File: config.mk
export PLATFORM = sky130hd
export DESIGN_NAME = pc_ctrl
export DESIGN_NICKNAME = d
export VERILOG_FILES = /design/src/rtl/pc_pkg.sv /design/src/rtl/pc_ras.sv /design/src/rtl/pc_ctrl.sv
export SDC_FILE = /design/constraint.sdc
export NUM_CORES = 1
export LEC_CHECK = 0
export BUFFER_PORTS_ARGS = -buffer_cell sky130_fd_sc_hd__buf_2
export CORE_ASPECT_RATIO = 0.75
export CORE_UTILIZATION = 50
export CTS_CLUSTER_DIAMETER = 100
export CTS_CLUSTER_SIZE = 30
export DETAILED_ROUTE_END_ITERATION = 7
export PLACE_DENSITY = 0.72
export SYNTH_ARGS = -nofsm -noshare
export SYNTH_HDL_FRONTEND = slang
export SYNTH_SLANG_ARGS = --single-unit
File: constraint.sdc
create_clock -name clk -period 3.5 [get_ports clk]
set_clock_uncertainty 0.15 [all_clocks]
set_input_delay 0.35 -clock clk [delete_from_list [all_inputs] [get_ports clk]]
set_output_delay 0.35 -clock clk [all_outputs]
set_load 0.01 [all_outputs]
File: src/rtl/pc_pkg.sv
// Shared definitions for the program-counter unit.
//   - Default address width and sequential step used by pc_ctrl and pc_ras.
//   - Next-PC select encoding used by the priority selector in pc_ctrl.
package pc_pkg;

  localparam int AW_DEF   = 10;
  localparam int STEP_DEF = 1;

  // Source of the address loaded into the PC at the next edge.
  // A call shares SEL_JMP with jmp; the push is a separate strobe.
  typedef enum logic [1:0] {
    SEL_SEQ = 2'd0,  // pc + STEP
    SEL_BR  = 2'd1,  // pc + STEP + br_off
    SEL_JMP = 2'd2,  // jmp_tgt (jump or call)
    SEL_RET = 2'd3   // popped return address, or reset vector on underflow
  } pc_sel_e;

endpackage

File: src/rtl/pc_ras.sv
// Return-address stack: circular LIFO of DEPTH entries.
// Ports:
//   clk, rst    clock (rising edge), asynchronous active-high reset
//   push, pop   push din / pop top; pop wins if both are set
//   din         address to push
//   dout        current top of stack (combinational read of the register file)
//   empty/full  registered occupancy flags
//   ovf/unf     registered one-cycle pulses: push while full / pop while empty
// A push while full overwrites the oldest entry: the write pointer simply
// advances around the ring and the count saturates at DEPTH.
module pc_ras
  import pc_pkg::*;
#(
  parameter int AW    = AW_DEF,
  parameter int DEPTH = 4
) (
  input  logic          clk,
  input  logic          rst,
  input  logic          push,
  input  logic          pop,
  input  logic [AW-1:0] din,
  output logic [AW-1:0] dout,
  output logic          empty,
  output logic          full,
  output logic          ovf,
  output logic          unf
);

  localparam int PW = $clog2(DEPTH);
  localparam int CW = PW + 1;

  logic [AW-1:0] mem [DEPTH];
  logic [PW-1:0] wptr, wptr_n;   // next free slot; top is wptr-1
  logic [CW-1:0] count, count_n;
  logic          ovf_n, unf_n;
  logic          is_full, is_empty;

  assign is_full  = (count == CW'(DEPTH));
  assign is_empty = (count == '0);

  always_comb begin
    wptr_n  = wptr;
    count_n = count;
    ovf_n   = 1'b0;
    unf_n   = 1'b0;
    if (pop) begin
      if (is_empty) begin
        unf_n = 1'b1;
      end else begin
        wptr_n  = wptr - PW'(1);
        count_n = count - CW'(1);
      end
    end else if (push) begin
      wptr_n = wptr + PW'(1);
      if (is_full) begin
        ovf_n = 1'b1;
      end else begin
        count_n = count + CW'(1);
      end
    end
  end

  always_ff @(posedge clk or posedge rst) begin
    if (rst) begin
      wptr  <= '0;
      count <= '0;
      empty <= 1'b1;
      full  <= 1'b0;
      ovf   <= 1'b0;
      unf   <= 1'b0;
    end else begin
      wptr  <= wptr_n;
      count <= count_n;
      empty <= (count_n == '0);
      full  <= (count_n == CW'(DEPTH));
      ovf   <= ovf_n;
      unf   <= unf_n;
    end
  end

  // Storage needs no reset: entries are only read while count > 0.
  always_ff @(posedge clk) begin
    if (push && !pop) begin
      mem[wptr] <= din;
    end
  end

  assign dout = mem[wptr - PW'(1)];

endmodule

File: src/rtl/pc_ctrl.sv
// Program-counter unit for the MIPS datapath.
// Holds the fetch address and selects the next PC with priority
// ret > call > jmp > br_taken > sequential; lower-priority requests in the
// same cycle are dropped. stall freezes the PC and blocks all RAS activity.
// Ports:
//   clk, rst       clock (rising edge), asynchronous active-high reset
//   stall          hold pc, ignore all control inputs
//   br_taken       relative branch to pc + STEP + br_off (signed offset)
//   jmp, call      absolute jump to jmp_tgt; call also pushes pc + STEP
//   ret            pop RAS and load the popped address (RESET_VEC if empty)
//   pc             registered fetch address
//   pc_next        address loaded at the next edge
//   ras_empty/full RAS occupancy flags
//   ras_ovf/unf    one-cycle pulses after a push-while-full / pop-while-empty
// All address arithmetic wraps modulo 2^AW without any flag.
module pc_ctrl
  import pc_pkg::*;
#(
  parameter int AW        = AW_DEF,
  parameter int STEP      = STEP_DEF,
  parameter int RESET_VEC = 0,
  parameter int RAS_DEPTH = 4
) (
  input  logic          clk,
  input  logic          rst,
  input  logic          stall,
  input  logic          br_taken,
  input  logic [AW-1:0] br_off,
  input  logic          jmp,
  input  logic          call,
  input  logic [AW-1:0] jmp_tgt,
  input  logic          ret,
  output logic [AW-1:0] pc,
  output logic [AW-1:0] pc_next,
  output logic          ras_empty,
  output logic          ras_full,
  output logic          ras_ovf,
  output logic          ras_unf
);

  localparam logic [AW-1:0] STEP_V = AW'(STEP);
  localparam logic [AW-1:0] RST_V  = AW'(RESET_VEC);

  pc_sel_e       sel;
  logic          ras_push, ras_pop;
  logic [AW-1:0] ras_top;
  logic [AW-1:0] pc_seq, pc_br;

  // The call return address is the same sequential successor.
  assign pc_seq = pc + STEP_V;
  assign pc_br  = pc_seq + br_off;

  always_comb begin
    sel      = SEL_SEQ;
    ras_push = 1'b0;
    ras_pop  = 1'b0;
    if (!stall) begin
      if (ret) begin
        sel     = SEL_RET;
        ras_pop = 1'b1;
      end else if (call) begin
        sel      = SEL_JMP;
        ras_push = 1'b1;
      end else if (jmp) begin
        sel = SEL_JMP;
      end else if (br_taken) begin
        sel = SEL_BR;
      end
    end
  end

  always_comb begin
    pc_next = pc;
    if (!stall) begin
      unique case (sel)
        SEL_SEQ: pc_next = pc_seq;
        SEL_BR:  pc_next = pc_br;
        SEL_JMP: pc_next = jmp_tgt;
        SEL_RET: pc_next = ras_empty ? RST_V : ras_top;
        default: pc_next = pc_seq;
      endcase
    end
  end

  always_ff @(posedge clk or posedge rst) begin
    if (rst) begin
      pc <= RST_V;
    end else begin
      pc <= pc_next;
    end
  end

  pc_ras #(
    .AW    (AW),
    .DEPTH (RAS_DEPTH)
  ) u_ras (
    .clk   (clk),
    .rst   (rst),
    .push  (ras_push),
    .pop   (ras_pop),
    .din   (pc_seq),
    .dout  (ras_top),
    .empty (ras_empty),
    .full  (ras_full),
    .ovf   (ras_ovf),
    .unf   (ras_unf)
  );

endmodule

==> impl_metrics.json, run 1 <==
{
  "dr.pass1.iters": 4,
  "syn_nets": 322,
  "rows": 25,
  "combinationalPowerShare_pct": 49.8,
  "first_global_vias": 2402,
  "fin_setup_tns_ns": 0,
  "slew_violations": 0,
  "yosys.cell_types.count": 51,
  "clock_power_share_pct": 19.6,
  "clk_pin_slew_ns": 0.07,
  "arrival_ns": 2.96,
  "hp-class": "input port to asynchronous set/reset pin",
  "fp.dieW_um": 95.6,
  "yosysTopAreaCell": "edfxtp_1",
  "synth_cells": 276,
  "critPathCaptureType": "primary output",
  "hold_slack_ns": -0.00622,
  "p_seq_share_pct": 30.6,
  "finalSetupViolCount": 0,
  "status": "finished, violations left",
  "netlist_area_um2": 3290,
  "die_h_um": 72.2,
  "crit_path_max_fanout": 7,
  "place_hpwl_um": 6020,
  "dp_cells": 411,
  "start_util_pct": 52.0,
  "topRoutingLayerUsed": "met4",
  "r2r_end": "pc[9]",
  "post_drt_wl_per_cell_um": 20.0,
  "n_antenna_cell": 0,
  "routed_wl_um": 8770,
  "nets": 399,
  "synth_edf_count": 40,
  "cts_inserted_buffers": 9,
  "dieArea_um2": 6900,
  "critPathTopFamily": "compound AO/OA/AOI/OAI gates",
  "dr_wl_met3_um": 688,
  "cellLeakagePower_uw": 0.00173,
  "core_area_um2": 6320,
  "tritoncts": "built",
  "ant_nets": 0,
  "critPathMostFrequentCell": "a21oi_2",
  "cts_max_level": 3,
  "max-cap-violations": 0,
  "antenna_found_initial": 0,
  "swShare_pct": 37.4,
  "grt-ovfl-total": 0,
  "crit_chain": "and3_1 > nand3_4 > xnor2_4 > ha_4 > a21oi_2 > o21ai_2 > a21oi_2 > nand2_2 > a2111oi_4 > a21oi_2 > buf_2",
  "reg2regPathDepth": 12,
  "r2r_start": "pc[5]",
  "ys_seq_area_share_pct": 51.1,
  "synth.top_cell.area_share_pct": 36.6,
  "r2r_slack_ns": 0.53,
  "dr_wl_met2_um": 4090,
  "max_stage_delay_ns": 0.62,
  "switchingPower_uw": 1230,
  "drive_above_1_share_pct": 42.7,
  "synth_ff_type": "edfxtp_1",
  "place_congestion": 0.862,
  "avgSynthCellArea_um2": 11.9,
  "ios": 51,
  "grt_max_degree": 28,
  "route.detailed.drc": 0,
  "maxSlewHeadroom_pct": 47.0,
  "p_total_uw": 3290,
  "synth_seq_cells": 59,
  "intPower_uw": 2060,
  "fin_cells": 439,
  "synth_warnings": 0,
  "fin_crit_ns": 3.46,
  "io_buffers": 50,
  "critPathBufInv": 1,
  "drt-initial-drc-count": 225,
  "clock-root-buffer": "clkbuf_8",
  "critPathLaunchType": "flop",
  "synth_area_leaders": "edfxtp_1, dfrtp_1, ha_1",
  "vias": 2603,
  "worstMarginPinSlew_ns": 0.795,
  "avgViaCountPerCell": 5.93,
  "clk_latency_ns": 0.34,
  "powerDensity_nw_per_um2": 750,
  "post-route-util_pct": 69.3,
  "track_usage_pct": 26.3,
  "rsz0062_at_grt": "yes",
  "cts_sinks": 59,
  "timing.fmax_mhz": 289,
  "crit_type": "flop to primary output",
  "area_growth_pct": 33.3,
  "cp.required_ns": 3.00,
  "ys_async_sr_fraction_pct": 32.2,
  "max-vdd-ir-drop_v": 0.000398,
  "violations": "negative hold slack",
  "wl_met1_um": 3810,
  "cts_max_path_buffers": 2,
  "finalHoldViolations": 8,
  "grt_pass1_wl_um": 12800,
  "critical-path-slowest-cell": "dfrtp_1",
  "min_period_over_period_pct": 98.7
}
==> synth_stat cells, drive strengths merged (2+ instances only) <==
| library cell | count |
|---|---|
| mux4 | 10 |
| nor4 | 2 |
| a221oi | 8 |
| nor3b | 4 |
| o21ai | 16 |
| a221o | 2 |
| nor3 | 4 |
| a31oi | 4 |
| and2 | 4 |
| xnor2 | 10 |
| xor2 | 4 |
| nor2b | 3 |
| edfxtp | 40 |
| nand3 | 8 |
| inv | 14 |
| ha | 18 |
| a2111oi | 2 |
| a211oi | 5 |
| a21o | 2 |
| a222oi | 2 |
| nand2 | 19 |
| or3 | 2 |
| dfrtp | 18 |
| o31a | 2 |
| nand2b | 4 |
| and3 | 7 |
| mux2 | 2 |
| nor2 | 20 |
| a21oi | 19 |
| buf | 5 |
| clkbuf | 5 |
==> layout make-up <==
class | instances | area, um2
Clock inverter | 2 | 33.8
Inverter | 14 | 52.6
Clock buffer | 14 | 173
Fill cell | 451 | 1940
Multi-Input combinational cell | 193 | 1900
Timing Repair Buffer | 76 | 445
Sequential cell | 59 | 1680
Tap cell | 81 | 101
==> timing repair <==
item	4_1_cts	5_1_grt
gates resized for setup	26	39
hold buffers	0	0
setup endpoints to repair	4	5
setup buffers	4	9
pin swaps	3	26
==> sequential cells by signal (all words and copies together) (netlist names) <==
register / count
pc: 10
u_ras.count: 3
u_ras.empty: 1
u_ras.full: 1
u_ras.mem: 40
u_ras.ovf: 1
u_ras.unf: 1
u_ras.wptr: 2
==> power groups by stage <==
stage / combinational (uW) / clock, uW / sequential [uW]
floorplan: 843 / 0 / 1020
global placement: 1260 / 0 / 995
detailed placement: 1290 / 0 / 1000
CTS: 1390 / 656 / 997
global route: 1750 / 682 / 1020
finish: 1640 / 643 / 1010
==> through the flow <==
stage	setup slack (ns)	cell area [um2]
2_1_floorplan	0.201	3290
3_3_place_gp	0.176	3700
3_5_place_dp	0.113	3700
4_1_cts	0.00168	4060
5_1_grt	-0.0925	4380
6_report	0.0444	4380
==> cell usage in the layout, fill, tap and decap left out, types with 12 or more instances in the layout <==
master / n
nor2_1: 17
buf_4: 26
nand2_1: 17
edfxtp_1: 40
inv_1: 14
a21oi_1: 13
buf_2: 50
o21ai_0: 12
clkbuf_8: 12
dfrtp_1: 18
==> worst max-delay path by stage <==
stage | startpoint | end | slack (ns) | cells after the start
2_1_floorplan | pc[0] | pc_next[8] | 0.20 | 11
3_3_place_gp | pc[1] | pc_next[6] | 0.18 | 11
3_5_place_dp | pc[1] | pc_next[7] | 0.11 | 10
4_1_cts | pc[1] | pc_next[7] | 0.002 | 10
5_1_grt | pc[5] | pc_next[9] | -0.09 | 11
6_report | pc[5] | pc_next[9] | 0.04 | 11
==> logic make-up after synthesis <==
group | Yosys count | synth area share, %
simple gates | 80 | 12.6
fa+ha+maj | 19 | 7.46
compound gates | 68 | 14.5
buf+inv | 24 | 3.01
flops | 59 | 51.1
mux | 12 | 7.54
xor+xnor | 14 | 3.73
==> routing by layer <==
metal,vias up,global-route usage [%]
met3,20,6.71
met4,0,8.79
met5,-,0
met2,115,39.9
li1,1200,-
met1,1268,37.1
No activity file was read; power rests on OpenSTA's default activity.
==> run 2: changes to the inputs <==
- CORE_MARGIN: not set -> 1.5
- CORE_UTILIZATION: 50 -> 57
- PLACE_DENSITY: 0.72 -> 0.8
==> run 2 against run 1 <==
Via count rose by 7.1%. Largest power group unchanged. Die area is 9.7% lower. Cell count down 3.0%. Non-clock buffer count decreased by 7. Clock power is 3.4% lower. Critical path depth rose by 1. Flip-flop and latch count stayed put. The flow finishes with violations (negative setup slack). Highest routed layer unchanged. Hold slack better by 0.036 ns. Fmax decreased by 2.4%.
==> impl_metrics.json, run 2 (synthesis gave the netlist of run 1 again) <==
{
  "crit_chain": "ha_4 > and3_4 > nand3_2 > xnor2_2 > ha_4 > nand2_1 > nor2_4 > nand3_2 > and4_1 > a2111oi_2 > a21oi_1 > buf_2",
  "route.detailed.drc": 0,
  "post_drt_wl_per_cell_um": 22.1,
  "drt-initial-drc-count": 343,
  "avgViaCountPerCell": 6.55,
  "min_period_over_period_pct": 101,
  "timing.fmax_mhz": 282,
  "ios": 51,
  "clk_pin_slew_ns": 0.06,
  "final_cell_mix": "buf_2, edfxtp_1, nand2_1, buf_4, nor2_1",
  "powerDensity_nw_per_um2": 765,
  "largest_reg_flops": 40,
  "crit_type": "flop to primary output",
  "dr.pass1.iters": 5,
  "max-vdd-ir-drop_v": 0.000433,
  "fp.dieW_um": 90.7,
  "routed_wl_um": 9420,
  "cts_max_path_buffers": 2,
  "place_hpwl_um": 6060,
  "finalSetupViolCount": 3,
  "nets": 392,
  "cts-hold-fix-buffers": 0,
  "clock-root-buffer": "clkbuf_8",
  "place_congestion": 1.06,
  "antenna_found_initial": 0,
  "max-cap-violations": 0,
  "arrival_ns": 3.04,
  "fin_crit_ns": 3.54,
  "n_antenna_cell": 0,
  "grt-ovfl-total": 0,
  "die_h_um": 68.8,
  "vias": 2789,
  "maxSlewHeadroom_pct": 42.7,
  "final_common_cell": "buf_2",
  "dieArea_um2": 6230,
  "finalHoldViolations": 0,
  "top_register": "u_ras.mem",
  "hp-class": "input port to asynchronous set/reset pin",
  "cts_inserted_buffers": 9,
  "post-route-util_pct": 77.5,
  "fin_setup_tns_ns": -0.0943,
  "max_stage_delay_ns": 0.42,
  "slew_violations": 0,
  "critical-path-slowest-cell": "dfrtp_1",
  "clk_latency_ns": 0.34,
  "grt_pass1_wl_um": 12700,
  "rsz0062_at_grt": "yes",
  "critPathBufInv": 1,
  "tritoncts": "built",
  "cts_max_level": 3,
  "violations": "negative setup slack",
  "rows": 23,
  "cts_sinks": 59,
  "status": "finished, violations left",
  "io_buffers": 50,
  "ant_nets": 0,
  "start_util_pct": 60.4,
  "layout_setup_ws_ns": -0.0406,
  "track_usage_pct": 28.7,
  "drive_above_1_share_pct": 40.5,
  "core_area_um2": 5440,
  "cellLeakagePower_uw": 0.00168,
  "crit_path_max_fanout": 5,
  "critPathCaptureType": "primary output",
  "worstMarginPinSlew_ns": 0.858,
  "r2r_slack_ns": 0.64,
  "critPathLaunchType": "flop",
  "critPathTopFamily": "simple AND/OR/NAND/NOR gates",
  "reg.largest.list": "u_ras.mem (40), pc (10), u_ras.count (3)",
  "grt_max_degree": 28,
  "first_global_vias": 2413,
  "cp.required_ns": 3.00,
  "area_growth_pct": 28.2
}
run 2: layer usage:
layer  global-route usage, %  wire length (um)  up-vias
li1                        -                 -     1188
met4                    11.3               327        0
met5                       0                 0        -
met3                    7.68               987       40
met2                    44.8              4390      197
met1                    39.0              3720     1364
run 2: worst paths after layout:
kind | start | end | cells after the start
max | pc[0] | pc_next[9] | 12
min | rst | pc[7] | 2
max reg2reg | pc[0] | pc[8] | 11
min reg2reg | u_ras.count[0] | u_ras.count[0] | 2
max in group asynchronous | rst | pc[2] | 2
min in group clk | jmp_tgt[1] | pc[1] | 4
run 2: timing repair:
action	in CTS	in global routing
setup buffers	1	5
pin swaps	4	17
endpoints found under the setup margin	4	5
gates resized for setup	17	37
run 2: through the flow:
| step | cells | power, uW | hold WS, ns | area, um2 | worst slack (ns) |
|---|---|---|---|---|---|
| 2_1_floorplan | 276 | 1860 | 0.150 | 3290 | 0.201 |
| 3_3_place_gp | 404 | 2240 | 0.396 | 3680 | 0.100 |
| 3_5_place_dp | 404 | 2270 | 0.392 | 3680 | 0.0196 |
| 4_1_cts | 421 | 2960 | 0.0233 | 3960 | 0.00590 |
| 5_1_grt | 426 | 3360 | 0.0714 | 4210 | -0.142 |
| 6_report | 426 | 3220 | 0.0294 | 4210 | -0.0406 |
run 2: layout make-up:
| cell class | instances | area [um2] |
|---|---|---|
| clock inverters | 2 | 35.0 |
| clock buffers | 14 | 163 |
| fillers | 311 | 1230 |
| well taps | 75 | 93.8 |
| multi-input cells | 193 | 1790 |
| repair buffers | 69 | 397 |
| flip-flops and latches | 59 | 1680 |
| inverters | 14 | 52.6 |
run 2: report_power, final:
part           leakage, uW  internal (uW)  switching, uW
Clock             0.000101            367            253
Sequential        0.000596            906            132
Combinational     0.000987            720            846
run 2: worst register-to-register path, stage by stage, from the launching register on:
cell	delay [ns]
dfrtp_1	0.42
ha_4	0.20
and3_4	0.25
nand3_2	0.12
xnor2_2	0.28
ha_4	0.26
or3_4	0.34
o221ai_2	0.07
xnor2_1	0.15
nand2_1	0.09
a221oi_2	0.31
buf_4	0.17
==> run 3: changes to the inputs <==
- clock period: 3.5 -> 3.9 ns (I/O delays scaled with it)
==> run 3 against run 2 <==
The run now ends clean. Critical endpoint unchanged. Clock power decreased by 23%. Hold slack improved by 0.019 ns. Critical path depth stayed put. Die area did not move. Cell count is 3.3% lower.
==> impl_metrics.json, run 3 (synthesis gave the netlist of run 1 again) <==
{
  "status": "completed",
  "clock_power_share_pct": 18.8,
  "slew_violations": 0,
  "cts-hold-fix-buffers": 0,
  "cellLeakagePower_uw": 0.00158,
  "fillCellCount": 375,
  "io_buffers": 50,
  "p_seq_share_pct": 36.2,
  "ios": 51,
  "arrival_ns": 3.24,
  "min_period_over_period_pct": 96.9,
  "avgViaCountPerCell": 6.31,
  "cts_sinks": 59,
  "worstMarginPinSlew_ns": 0.832,
  "dr_wl_met2_um": 3880,
  "swShare_pct": 38.9,
  "antenna_found_initial": 0,
  "dr_wl_met3_um": 828,
  "critPathLaunchType": "flop",
  "die_h_um": 68.8,
  "clk_latency_ns": 0.35,
  "critPathMostFrequentCell": "a21oi_1",
  "switchingPower_uw": 993,
  "finalHoldViolations": 0,
  "wl_met1_um": 3550,
  "cts_inserted_buffers": 9,
  "reg.largest.list": "u_ras.mem (40), pc (10), u_ras.count (3)",
  "routed_wl_um": 8490,
  "drive_above_1_share_pct": 31.5,
  "final_common_cell": "buf_2",
  "rows": 23,
  "clk_pin_slew_ns": 0.06,
  "fin_crit_ns": 3.78,
  "tritoncts": "built",
  "finalSetupViolCount": 0,
  "critical-path-slowest-cell": "dfrtp_2",
  "ant_nets": 0,
  "critPathTopFamily": "compound AO/OA/AOI/OAI gates",
  "postPlaceCellArea_um2": 3620,
  "first_global_vias": 2411,
  "cts_max_path_buffers": 2,
  "crit_cells": 12,
  "dr.pass1.iters": 5,
  "core_area_um2": 5440,
  "start_util_pct": 60.4,
  "dieArea_um2": 6230,
  "hp-class": "input port to asynchronous set/reset pin",
  "crit_chain": "ha_2 > and3_2 > nand3_1 > xnor2_2 > ha_4 > a21oi_1 > o21ai_0 > a21oi_1 > nand2_1 > a2111oi_2 > a21oi_1 > buf_2",
  "drt-initial-drc-count": 316,
  "final_cell_mix": "buf_2, edfxtp_1, nand2_1, a21oi_1, nor2_1",
  "grt-ovfl-total": 0,
  "clock-root-buffer": "clkbuf_8",
  "grt_pass1_wl_um": 12600,
  "largest_reg_flops": 40,
  "max-vdd-ir-drop_v": 0.000382,
  "combinationalPowerShare_pct": 45.0,
  "critPathCaptureType": "primary output",
  "design_area_um2": 3920,
  "area_growth_pct": 19.2,
  "post-route-util_pct": 72.0,
  "crit_path_max_fanout": 7,
  "r2r_slack_ns": 0.88,
  "fp.dieW_um": 90.7,
  "max_stage_delay_ns": 0.42,
  "top_register": "u_ras.mem",
  "place_congestion": 1.02,
  "track_usage_pct": 28.6,
  "powerDensity_nw_per_um2": 652,
  "post_drt_wl_per_cell_um": 20.6,
  "nets": 378,
  "place_hpwl_um": 5920,
  "route.detailed.drc": 0,
  "topRoutingLayerUsed": "met4",
  "n_antenna_cell": 0,
  "cts_setup_buffers": 0,
  "crit_type": "flop to primary output",
  "hold_slack_ns": 0.0485,
  "max-cap-violations": 0,
  "grt_max_degree": 28,
  "reg2regPathDepth": 11,
  "cp.required_ns": 3.36,
  "vias": 2600,
  "critPathBufInv": 1,
  "maxSlewHeadroom_pct": 44.4,
  "intPower_uw": 1560,
  "cts_max_level": 3,
  "timing.fmax_mhz": 265
}
run 3: cell types whose count changed in the layout (fill, tap and decap cells not counted), sizes merged:
| cell | delta |
|---|---|
| clkbuf | -2 |
| clkinv | +3 |
| bufinv | -1 |
| buf | -14 |
run 3: what timing repair did:
item / in CTS / in global routing
gates resized for setup: 2 / 21
setup endpoints to repair: 2 / 4
gates cloned: 0 / 0
run 3: per-layer routing:
metal / track usage [%] / up-vias
met3: 8.99 / 30
li1: - / 1162
met4: 15.7 / 0
met5: 0 / -
met2: 43.2 / 160
met1: 37.4 / 1248
run 3: path summary, 6_finish.rpt:
check | startpoint | endpoint
max in group asynchronous | rst | pc[0]
setup reg to reg | pc[0] | pc[9]
min in group clk | jmp_tgt[1] | pc[1]
hold reg to reg | pc[0] | pc[0]
hold / removal | rst | u_ras.count[2]
setup / recovery | pc[0] | pc_next[9]
run 3: area by class of cell:
class                           count  area [um2]  share of cell area (%)
Tap cell                           75        93.8                    2.40
Clock buffer                       12         145                    3.71
Sequential cell                    59        1680                    42.9
Clock inverter                      4        17.5                   0.447
Timing Repair Buffer               55         288                    7.35
Inverter                           14        52.6                    1.34
Multi-Input combinational cell    193        1640                    41.9
run 3: stage by stage:
step | power (uW) | setup TNS, ns | setup WS, ns | instances
2_1_floorplan | 1670 | 0 | 0.561 | 276
3_3_place_gp | 1970 | 0 | 0.422 | 396
3_5_place_dp | 2000 | 0 | 0.289 | 396
4_1_cts | 2480 | 0 | 0.0170 | 412
5_1_grt | 2700 | -0.0564 | -0.0296 | 412
6_report | 2550 | 0 | 0.120 | 412
run 3: power by group through the flow:
stage / clock network (uW) / registers, uW / logic (uW)
after CTS: 482 / 907 / 1100
final: 479 / 924 / 1150
after detailed placement: 0 / 919 / 1080
after floorplan: 0 / 913 / 757
after global routing: 510 / 935 / 1260
after global placement: 0 / 913 / 1050
